==> config.mk <==
export PLATFORM = sky130hd
export DESIGN_NAME = axis_rom_stream_reader
export DESIGN_NICKNAME = d
export VERILOG_FILES = /design/src/rtl/axis_rom_reader_pkg.sv /design/src/rtl/rom_prefetch_fifo.sv /design/src/rtl/axis_rom_stream_reader.sv
export SDC_FILE = /design/constraint.sdc
export NUM_CORES = 1
export LEC_CHECK = 0
export ABC_AREA = 1
export BUFFER_PORTS_ARGS = -buffer_cell sky130_fd_sc_hd__buf_2
export CORE_UTILIZATION = 58
export DETAILED_ROUTE_END_ITERATION = 6
export GPL_ROUTABILITY_DRIVEN = 0
export MAX_ROUTING_LAYER = met4
export PLACE_DENSITY = 0.85
export SYNTH_ARGS = -nofsm -noshare
export SYNTH_HDL_FRONTEND = slang
export SYNTH_SLANG_ARGS = --single-unit
==> constraint.sdc <==
create_clock -name clk -period 3.36 [get_ports clk]
set_input_delay 0.336 -clock clk [delete_from_list [all_inputs] [get_ports clk]]
set_output_delay 0.336 -clock clk [all_outputs]
set_load 0.005 [all_outputs]
==> src/rtl/axis_rom_reader_pkg.sv <==
// Shared types and sizing helpers for the ROM stream reader.
// Latency: n/a. Backpressure: n/a.
package axis_rom_reader_pkg;

   typedef enum logic [1:0] {
      IDLE  = 2'd0,
      ISSUE = 2'd1,
      DRAIN = 2'd2
   } state_t;

   // Prefetch depth needed to cover the ROM round trip plus one beat of slack.
   function automatic int fifo_depth(input int rom_latency);
      return rom_latency + 2;
   endfunction

   localparam int DEF_DEPTH    = 33;
   localparam int DEF_LATENCY  = 2;
   localparam int DEF_ADDR_W   = $clog2(DEF_DEPTH);
   localparam int DEF_LEN_W    = $clog2(DEF_DEPTH + 1);
   localparam int DEF_FIFO_CNT = $clog2(DEF_LATENCY + 3);

endpackage

==> src/rtl/rom_prefetch_fifo.sv <==
// First-word-fall-through FIFO holding returned ROM words and their last tag.
// Latency: written word visible at the head the cycle after the write.
// Backpressure: a write into a full FIFO is accepted only together with a read.
module rom_prefetch_fifo #(
   parameter int WIDTH = 33,
   parameter int DEPTH = 4
) (
   input  logic                       clk,
   input  logic                       rst,
   input  logic                       wr_en,
   input  logic [WIDTH-1:0]           wr_dat,
   input  logic                       rd_en,
   output logic [WIDTH-1:0]           rd_dat,
   output logic                       full,
   output logic                       empty,
   output logic [$clog2(DEPTH+1)-1:0] count
);

   localparam int PW = (DEPTH < 2) ? 1 : $clog2(DEPTH);
   localparam int CW = $clog2(DEPTH + 1);

   logic [WIDTH-1:0] mem [DEPTH];
   logic [PW-1:0]    wr_ptr_q, rd_ptr_q;
   logic [CW-1:0]    count_q;
   logic             do_wr, do_rd;

   assign empty  = (count_q == '0);
   assign full   = (count_q == CW'(DEPTH));
   assign do_rd  = rd_en && !empty;
   assign do_wr  = wr_en && (!full || do_rd);
   assign rd_dat = mem[rd_ptr_q];
   assign count  = count_q;

   always_ff @(posedge clk) begin
      if (do_wr) mem[wr_ptr_q] <= wr_dat;
   end

   always_ff @(posedge clk) begin
      if (rst) begin
         wr_ptr_q <= '0;
         rd_ptr_q <= '0;
         count_q  <= '0;
      end else begin
         if (do_wr) wr_ptr_q <= (wr_ptr_q == PW'(DEPTH - 1)) ? '0 : wr_ptr_q + PW'(1);
         if (do_rd) rd_ptr_q <= (rd_ptr_q == PW'(DEPTH - 1)) ? '0 : rd_ptr_q + PW'(1);
         case ({do_wr, do_rd})
            2'b10:   count_q <= count_q + CW'(1);
            2'b01:   count_q <= count_q - CW'(1);
            default: count_q <= count_q;
         endcase
      end
   end

endmodule

==> src/rtl/axis_rom_stream_reader.sv <==
// Streams a (base, len) window of a fixed-latency ROM, repeated N passes, onto a valid/ready port.
// Latency: first beat ROM_MEMORY_LATENCY+2 cycles after start. Backpressure: credit-limited prefetch, 1 beat/cycle.
// Backpressure: reads stall when in-flight plus buffered words reach the prefetch depth.
module axis_rom_stream_reader
   import axis_rom_reader_pkg::*;
#(
   parameter int WIDTH              = 32,
   parameter int DEPTH              = 33,
   parameter int ROM_MEMORY_LATENCY = 2,
   parameter int MAX_REPEAT         = 16,
   parameter int LAST_EACH_PASS     = 0
) (
   input  logic                              clk,
   input  logic                              rst,
   input  logic                              start,
   input  logic [$clog2(DEPTH)-1:0]          cfg_base,
   input  logic [$clog2(DEPTH+1)-1:0]        cfg_len,
   input  logic [$clog2(MAX_REPEAT+1)-1:0]   cfg_repeat,
   output logic                              busy,
   output logic                              done,
   output logic                              rom_en,
   output logic [$clog2(DEPTH)-1:0]          rom_addr,
   input  logic [WIDTH-1:0]                  rom_data,
   input  logic                              ds_next_data,
   output logic [WIDTH-1:0]                  ds_out,
   output logic                              ds_valid,
   output logic                              ds_last
);

   localparam int L  = ROM_MEMORY_LATENCY;
   localparam int AW = $clog2(DEPTH);
   localparam int LW = $clog2(DEPTH + 1);
   localparam int RW = $clog2(MAX_REPEAT + 1);
   localparam int FD = fifo_depth(L);
   localparam int CW = $clog2(FD + 1);
   localparam logic [CW:0] FD_V = (CW+1)'(FD);

   state_t        state_q;
   logic [AW-1:0] base_q, addr_q;
   logic [LW-1:0] len_m1_q, word_q;
   logic [RW-1:0] rep_m1_q, pass_q;
   logic [L-1:0]  tag_vld_q, tag_last_q;
   logic [CW-1:0] out_cnt_q, fifo_cnt;
   logic          busy_q, done_q;
   logic          issue, end_of_pass, final_pass, issue_last;
   logic          fifo_full, fifo_empty, pop, final_pop;
   logic [WIDTH:0] fifo_head;

   assign end_of_pass = (word_q == len_m1_q);
   assign final_pass  = (pass_q == rep_m1_q);
   assign issue_last  = end_of_pass && ((LAST_EACH_PASS != 0) || final_pass);
   assign issue       = (state_q == ISSUE) && !fifo_full &&
                        (({1'b0, out_cnt_q} + {1'b0, fifo_cnt}) < FD_V);
   assign pop         = !fifo_empty && ds_next_data;
   // Every word is either in flight or buffered, so one buffered word and nothing in flight is the end.
   assign final_pop   = pop && (state_q == DRAIN) && (out_cnt_q == '0) && (fifo_cnt == CW'(1));

   always_ff @(posedge clk) begin
      if (rst) begin
         state_q    <= IDLE;
         base_q     <= '0;
         addr_q     <= '0;
         len_m1_q   <= '0;
         word_q     <= '0;
         rep_m1_q   <= '0;
         pass_q     <= '0;
         tag_vld_q  <= '0;
         tag_last_q <= '0;
         out_cnt_q  <= '0;
         busy_q     <= 1'b0;
         done_q     <= 1'b0;
      end else begin
         done_q        <= 1'b0;
         tag_vld_q[0]  <= issue;
         tag_last_q[0] <= issue && issue_last;
         for (int i = 1; i < L; i++) begin
            tag_vld_q[i]  <= tag_vld_q[i-1];
            tag_last_q[i] <= tag_last_q[i-1];
         end
         out_cnt_q <= out_cnt_q + CW'(issue) - CW'(tag_vld_q[L-1]);

         case (state_q)
            IDLE: begin
               if (start) begin
                  if (cfg_len == '0) begin
                     done_q <= 1'b1;
                  end else begin
                     state_q  <= ISSUE;
                     busy_q   <= 1'b1;
                     base_q   <= cfg_base;
                     addr_q   <= cfg_base;
                     len_m1_q <= cfg_len - LW'(1);
                     word_q   <= '0;
                     pass_q   <= '0;
                     rep_m1_q <= (cfg_repeat == '0) ? '0 : cfg_repeat - RW'(1);
                  end
               end
            end
            ISSUE: begin
               if (issue) begin
                  if (end_of_pass) begin
                     word_q <= '0;
                     addr_q <= base_q;
                     if (final_pass) state_q <= DRAIN;
                     else if (pass_q != RW'(MAX_REPEAT)) pass_q <= pass_q + RW'(1);
                  end else begin
                     word_q <= word_q + LW'(1);
                     addr_q <= (addr_q == AW'(DEPTH - 1)) ? '0 : addr_q + AW'(1);
                  end
               end
            end
            DRAIN: begin
               if (final_pop) begin
                  state_q <= IDLE;
                  busy_q  <= 1'b0;
                  done_q  <= 1'b1;
               end
            end
            default: state_q <= IDLE;
         endcase
      end
   end

   rom_prefetch_fifo #(
      .WIDTH (WIDTH + 1),
      .DEPTH (FD)
   ) u_fifo (
      .clk    (clk),
      .rst    (rst),
      .wr_en  (tag_vld_q[L-1]),
      .wr_dat ({tag_last_q[L-1], rom_data}),
      .rd_en  (ds_next_data),
      .rd_dat (fifo_head),
      .full   (fifo_full),
      .empty  (fifo_empty),
      .count  (fifo_cnt)
   );

   assign busy     = busy_q;
   assign done     = done_q;
   assign rom_en   = issue;
   assign rom_addr = addr_q;
   assign ds_valid = !fifo_empty;
   assign ds_last  = !fifo_empty && fifo_head[WIDTH];
   assign ds_out   = fifo_empty ? '0 : fifo_head[WIDTH-1:0];

endmodule

Word level (Yosys, flattened, before mapping)
Memories as Yosys holds them, arrays and structs flattened. A register that Yosys moved wholly into a read port is not among the register bits.
Cells that the tools add are included.
{ "totals": {"reg_bits": 52, "latch_bits": 0, "ramBits": 132, "rom_bits": 0, "inputBits": 53, "out_inout_bits": 43, "wordCells": 118, "mem_count": 1} }
{ "memory_table": {"columns": ["memory", "depth", "width", "rd", "rd_clocked_by_memory_dff", "wr", "line_no", "rtl"], "rows": [
  ["u_fifo.mem", 4, 33, 1, 1, 1, "rom_prefetch_fifo.sv:22", "logic [WIDTH-1:0] mem [DEPTH];"]
]} }
{ "op_classes": {"addsub": 12, "mul": 0, "n_div": 0, "order_cmp": 1, "n_eq_ne": 20, "shift": 0, "n_mux": 42, "bitwise": 1, "n_reduce_logical": 26} }
{ "ops": {"columns": ["op", "count"], "rows": [
  ["two-way mux 6 bit", 9],
  ["two-way mux 5 bit", 7],
  ["two-way mux 32 bit", 1],
  ["one-hot mux 6 bit (2 select lines)", 2],
  ["two-way mux 2 bit", 10],
  ["inequality test 2 bit (second input constant)", 7],
  ["adder 6 x 1 -> 6 bit (second input constant)", 2],
  ["logical AND 1 bit", 10],
  ["one-hot mux 5 bit (2 select lines)", 1],
  ["equality test 2 bit (second input constant)", 4],
  ["two-way mux 1 bit", 8],
  ["AND reduction 4 bit", 2],
  ["AND reduction 7 bit", 1],
  ["equality test 6 bit", 1],
  ["equality test 6 bit (second input constant)", 1],
  ["logical NOT 3 bit", 2],
  ["logical NOT 6 bit", 1],
  ["one-hot mux 2 bit (3 select lines)", 1],
  ["one-hot mux 3 bit (2 select lines)", 1],
  ["AND reduction 6 bit", 1],
  ["nonzero test 2 bit", 3],
  ["subtractor 6 x 1 -> 6 bit (second input constant)", 1],
  ["adder 5 x 1 -> 5 bit (second input constant)", 1],
  ["equality test 5 bit", 1],
  ["20 further kinds", 24]
]} }

Depth between registers and ports, before layout
{ "logic_depth": {"depth_word": 8, "mapped_depth": 12, "depth_no_buf": 12} }

By module
A second synthesis with hierarchy kept.
{ "hier_totals": {"cells_unflattened": 833, "hier_area_um2": 8230.4} }
{ "modules_own_cells": {"columns": ["module", "instances", "cells_per_inst", "area_each_um2", "seq_area_each_um2"], "rows": [
  ["rom_prefetch_fifo", 1, 386, 5370.2, 4144.0],
  ["axis_rom_stream_reader", 1, 447, 2860.2, 900.9]
]} }

Worst setup path after synthesis
OpenSTA, ideal clock, no wires.
{ "synth_path": {"path_type": "reg-to-reg", "startpoint": "reg u_fifo.count_q[0], in the netlist u_fifo.count[0]", "endpoint": "mem u_fifo.mem[0][0] (enable)", "setup_time_ps": 423, "t_arrival_ps": 2312, "required_ps": 2937, "path_slack_ps": 625, "stages_incl_launch_ff": 6, "n_path_buf": 0, "synth_period_minus_slack_ps": 2735, "cell_sequence": "dfxtp_1 inv_1 ha_1 nand2_1 o21ai_1 nor2_1"} }
{ "synth_via": {"elab_chain_cells": 7, "elab_cells_between_ends": 9, "cone_classes": "1 x eq/ne; 2 x mux; 6 x reduce/logical"} }
{ "synth_rtl": {"columns": ["item", "line_no", "rtl"], "rows": [
  ["start: declaration", "rom_prefetch_fifo.sv:24", "logic [CW-1:0] count_q;"],
  ["start signal: assignment", "rom_prefetch_fifo.sv:47", "2'b10: count_q <= count_q + CW'(1);"],
  ["start signal: assignment", "rom_prefetch_fifo.sv:48", "2'b01: count_q <= count_q - CW'(1);"],
  ["start signal: assignment", "rom_prefetch_fifo.sv:49", "default: count_q <= count_q;"],
  ["logical NOT 3 bit", "rom_prefetch_fifo.sv:27", "assign empty = (count_q == '0);"],
  ["logical NOT 1 bit", "rom_prefetch_fifo.sv:29", "assign do_rd = rd_en && !empty;"],
  ["logical AND 1 bit", "rom_prefetch_fifo.sv:29", null],
  ["logical OR 1 bit (*)", "rom_prefetch_fifo.sv:30", "assign do_wr = wr_en && (!full || do_rd);"],
  ["logical AND 1 bit (*)", "rom_prefetch_fifo.sv:30", null],
  ["two-way mux 1 bit (*)", "rom_prefetch_fifo.sv:35", "if (do_wr) mem[wr_ptr_q] <= wr_dat;"],
  ["two-way mux 1 bit (implied by the code) (*)", "rom_prefetch_fifo.sv:35", null],
  ["end: declaration", "rom_prefetch_fifo.sv:22", null]
]} }
Every way passes the cells marked *; elsewhere a longest branch is shown, timed or not.

Worst setup path in the final report
{ "layout_path": {"startpoint": "reg u_fifo.count_q[0], in the netlist u_fifo.count[0]", "endpoint": "reg u_fifo.count_q[2], in the netlist u_fifo.count[2]"} }
{ "layout_via": {"elab_chain_cells": 7, "elab_cells_between_ends": 13, "cone_classes": "2 x add/sub; 3 x eq/ne; 1 x mux; 7 x reduce/logical"} }
{ "layout_rtl": {"columns": ["item", "line_no", "rtl"], "rows": [
  ["logical NOT 3 bit", "rom_prefetch_fifo.sv:27", null],
  ["logical NOT 1 bit", "rom_prefetch_fifo.sv:29", null],
  ["logical AND 1 bit", "rom_prefetch_fifo.sv:29", null],
  ["logical OR 1 bit", "rom_prefetch_fifo.sv:30", null],
  ["logical AND 1 bit", "rom_prefetch_fifo.sv:30", null],
  ["equality test 2 x 1 -> 1 bit or equality test 2 bit (tied branches)", "rom_prefetch_fifo.sv:46", "case ({do_wr, do_rd})"],
  ["one-hot mux 3 bit (2 select lines) or nonzero test 2 bit (tied branches)", null, null]
]} }
Parallel ways exist; a longest one is shown, timed or not.
A chain may end at the register's enable or synchronous reset.

==> flow_summary.json <==
{
  "status": "finished, final reports clean",
  "initial_core_util_pct": 60.6,
  "die_y_um": 121,
  "clock_skew_ns": 0.0105,
  "clockBufferDepth": 2,
  "critPathCaptureType": "register",
  "yosys.area.top_type": "edfxtp_1",
  "synth_compound_area_share_pct": 10.5,
  "p_leak_nw": 3.70,
  "grt_pass1_wl_um": 27600,
  "ys_warn_count": 0,
  "min_path_type": "primary input to register",
  "max_stage_delay_ns": 0.85,
  "htreeDepth": 4,
  "synth_simple_gate_area_share_pct": 17.4,
  "route.detailed.drc": 0,
  "slowest_stage": "o21ai_1",
  "drtIter0Drc": 450,
  "synthArstFlopShare_pct": 0,
  "synth.most_common_cell": "nor2_1",
  "syn_avg_cell_area_sq_um": 9.84,
  "root_buffer": "clkbuf_16",
  "antenna_found_initial": 1,
  "relSlewSlack_pct": 26.7,
  "ys_seq_elements": 186,
  "synth_top_area_share_pct": 48.6,
  "postCtsSetupBuffers": 0,
  "cp_cell_sequence": "inv_1 -> ha_1 -> nand2_1 -> o21ai_1 -> ha_1 -> inv_1 -> o21ai_0 -> o21ai_0 -> a21oi_1",
  "crit_type": "register to register",
  "nNetsFinal": 991,
  "worstMarginPinSlew_ns": 1.10,
  "timing.fmax_mhz": 372,
  "finalCriticalPeriod_ns": 2.69,
  "worst_ep_required_time_ns": 3.71,
  "drive_gt1_share_pct": 18.1,
  "hpwlAfterDp_um": 10400,
  "syn_to_final_growth_pct": 14.7,
  "cts.sinks": 186,
  "regToRegSetupSlack_ns": 0.67,
  "synth_xor_area_share_pct": 1.40,
  "cp-start-kind": "register",
  "synth_edf_count": 132,
  "clk_pin_slew_worst_paths_ns": 0.07,
  "drt_wl_total_um": 17100,
  "synth_top_family_by_area": "simple AND/OR/NAND/NOR gates",
  "seq_area_frac_synth_pct": 61.9,
  "num_rows": 42,
  "hold_violations": 0,
  "cp_top_family": "compound AO/OA/AOI/OAI gates",
  "cts_buffers": 17,
  "port_buffers": 95,
  "die_x_um": 121,
  "synth_cell_type_count": 37,
  "path_buf_inv": 2,
  "synthAdderAreaFrac_pct": 3.62,
  "synth_ff_type": "edfxtp_1",
  "synth_common_cells": "nor2_1, edfxtp_1, o21ai_0, nand2_1, a21oi_1",
  "drv_slew": 0,
  "whs_ns": 0.123,
  "maxCapViolCount": 0,
  "ir_worst_vdd_mv": 0.378,
  "drt_pass1_iterations": 5,
  "detail-route-antenna-nets": 0,
  "cts_hold_buffers": 0,
  "core_sq_um": 13500,
  "grt_pass1_vias": 5786,
  "path_max_fanout": 9,
  "vias": 6152,
  "power_density_nw_per_um2": 701,
  "grt_start_max_net_pins": 67,
  "synth_fp_nets": 904,
  "grt_usage_pct": 25.5,
  "synthCells": 828,
  "cts_resized": 0,
  "wl_per_cell_um": 15.5,
  "cp.arrival_ns": 3.04,
  "via_per_inst": 5.57,
  "grt_setup_unrepaired": "no",
  "cts_tree": "done",
  "dieArea_sq_um": 14500,
  "overflow": 0,
  "clock_latency_ns": 0.43,
  "ioPinCount": 96,
  "tns_ns": 0,
  "muxShareOfSynthArea_pct": 0,
  "setup_viol": 0,
  "syn_area_sq_um": 8150,
  "synth_area_leaders": "edfxtp_1, dfxtp_1, nor2_1",
  "period_share_pct": 79.9
}
-- final cells by class --
| class | count | area (sq um) |
|---|---|---|
| tap | 176 | 220 |
| clock inverter | 14 | 136 |
| multi-input combinational | 537 | 2710 |
| timing repair buffer | 104 | 543 |
| inverter | 69 | 259 |
| fill | 940 | 4100 |
| antenna | 1 | 2.50 |
| sequential | 186 | 5050 |
| clock buffer | 18 | 429 |
-- metal layers --
metal / track usage [%] / wire, um
met1: 31.9 / 7100
met2: 40.6 / 8600
met3: 4.76 / 1060
met4: 12.0 / 338
met5: - / 0
-- flip-flops by register name, indices dropped and copies added (netlist names), named ones only --
| name | count |
|---|---|
| u_fifo.mem | 132 |
| busy | 1 |
| pass_q | 5 |
| u_fifo.rd_ptr_q | 2 |
| rep_m1_q | 5 |
| u_fifo.count | 3 |
| rom_addr | 6 |
| state_q | 2 |
| out_cnt_q | 3 |
| base_q | 6 |
| len_m1_q | 6 |
| u_fifo.wr_ptr_q | 2 |
| tag_vld_q | 2 |
| tag_last_q | 2 |
| word_q | 6 |
| done | 1 |
-- per-stage QoR --
| stage | util, % | power (mW) | worst slack (ns) | instances | cell area (sq um) |
|---|---|---|---|---|---|
| after global routing | 69.5 | 6.92 | 0.510 | 1105 | 9350 |
| after CTS | 69.5 | 6.57 | 0.758 | 1104 | 9350 |
| final | 69.5 | 6.55 | 0.674 | 1105 | 9350 |
| after detailed placement | 65.3 | 4.65 | 0.857 | 1072 | 8780 |
| after floorplan | - | 4.00 | 0.625 | 828 | 8150 |
| after global placement | 65.3 | 4.59 | 0.935 | 1072 | 8780 |
-- logic make-up (layout without fill, tap and decap cells) --
family | count (synthesis) | after routing
simple gates | 336 | 336
buf+inv | 105 | 205
other cells | 0 | 1
flops | 186 | 186
xor+xnor | 13 | 13
compound gates | 165 | 165
fa+ha+maj | 23 | 23
-- worst reg2reg max path, delay by kind of cell, from the launching register on --
kind                       cells  cell delay (ns)
DFF                            1             0.34
AOI/OAI and AO/OA              4             1.45
buffers and inverters          2             0.19
adders and majority gates      2             0.56
and+or+nand+nor                1             0.08
-- cells in the final DEF (no fill, tap or decap), types with 2 or more instances in the layout --
cell type / count
nand2_1: 84
buf_4: 9
nand4_1: 12
nand3_1: 19
or2_2: 5
xnor2_1: 3
ha_1: 22
or2_1: 2
o21ai_1: 4
inv_1: 58
inv_8: 2
nor2_1: 183
a21oi_1: 60
nor3_1: 12
inv_6: 5
nand2_2: 2
inv_2: 11
a211oi_1: 3
nor2_2: 4
nor3b_1: 3
buf_2: 95
a31oi_1: 3
o21ai_0: 90
xor2_1: 10
clkinv_4: 3
clkinv_2: 2
clkbuf_16: 17
nor2_4: 7
dfxtp_1: 53
edfxtp_1: 132
-- final timing paths --
kind                            cells past startpoint                to             from
worst max-delay path                                9   u_fifo.count[2]  u_fifo.count[0]
worst min-delay path                                1  u_fifo.mem[2][1]      rom_data[1]
worst max register to register                      9   u_fifo.count[2]  u_fifo.count[0]
worst min register to register                      2      tag_vld_q[1]     tag_vld_q[0]
-- report_power, final --
| part | switching (mW) | internal [mW] | leakage, nW |
|---|---|---|---|
| sequential | 0.115 | 2.60 | 1.63 |
| combinational | 1.25 | 0.672 | 1.79 |
| clock | 0.870 | 1.04 | 0.281 |
Note: power is estimated with default switching activity, not from simulation.
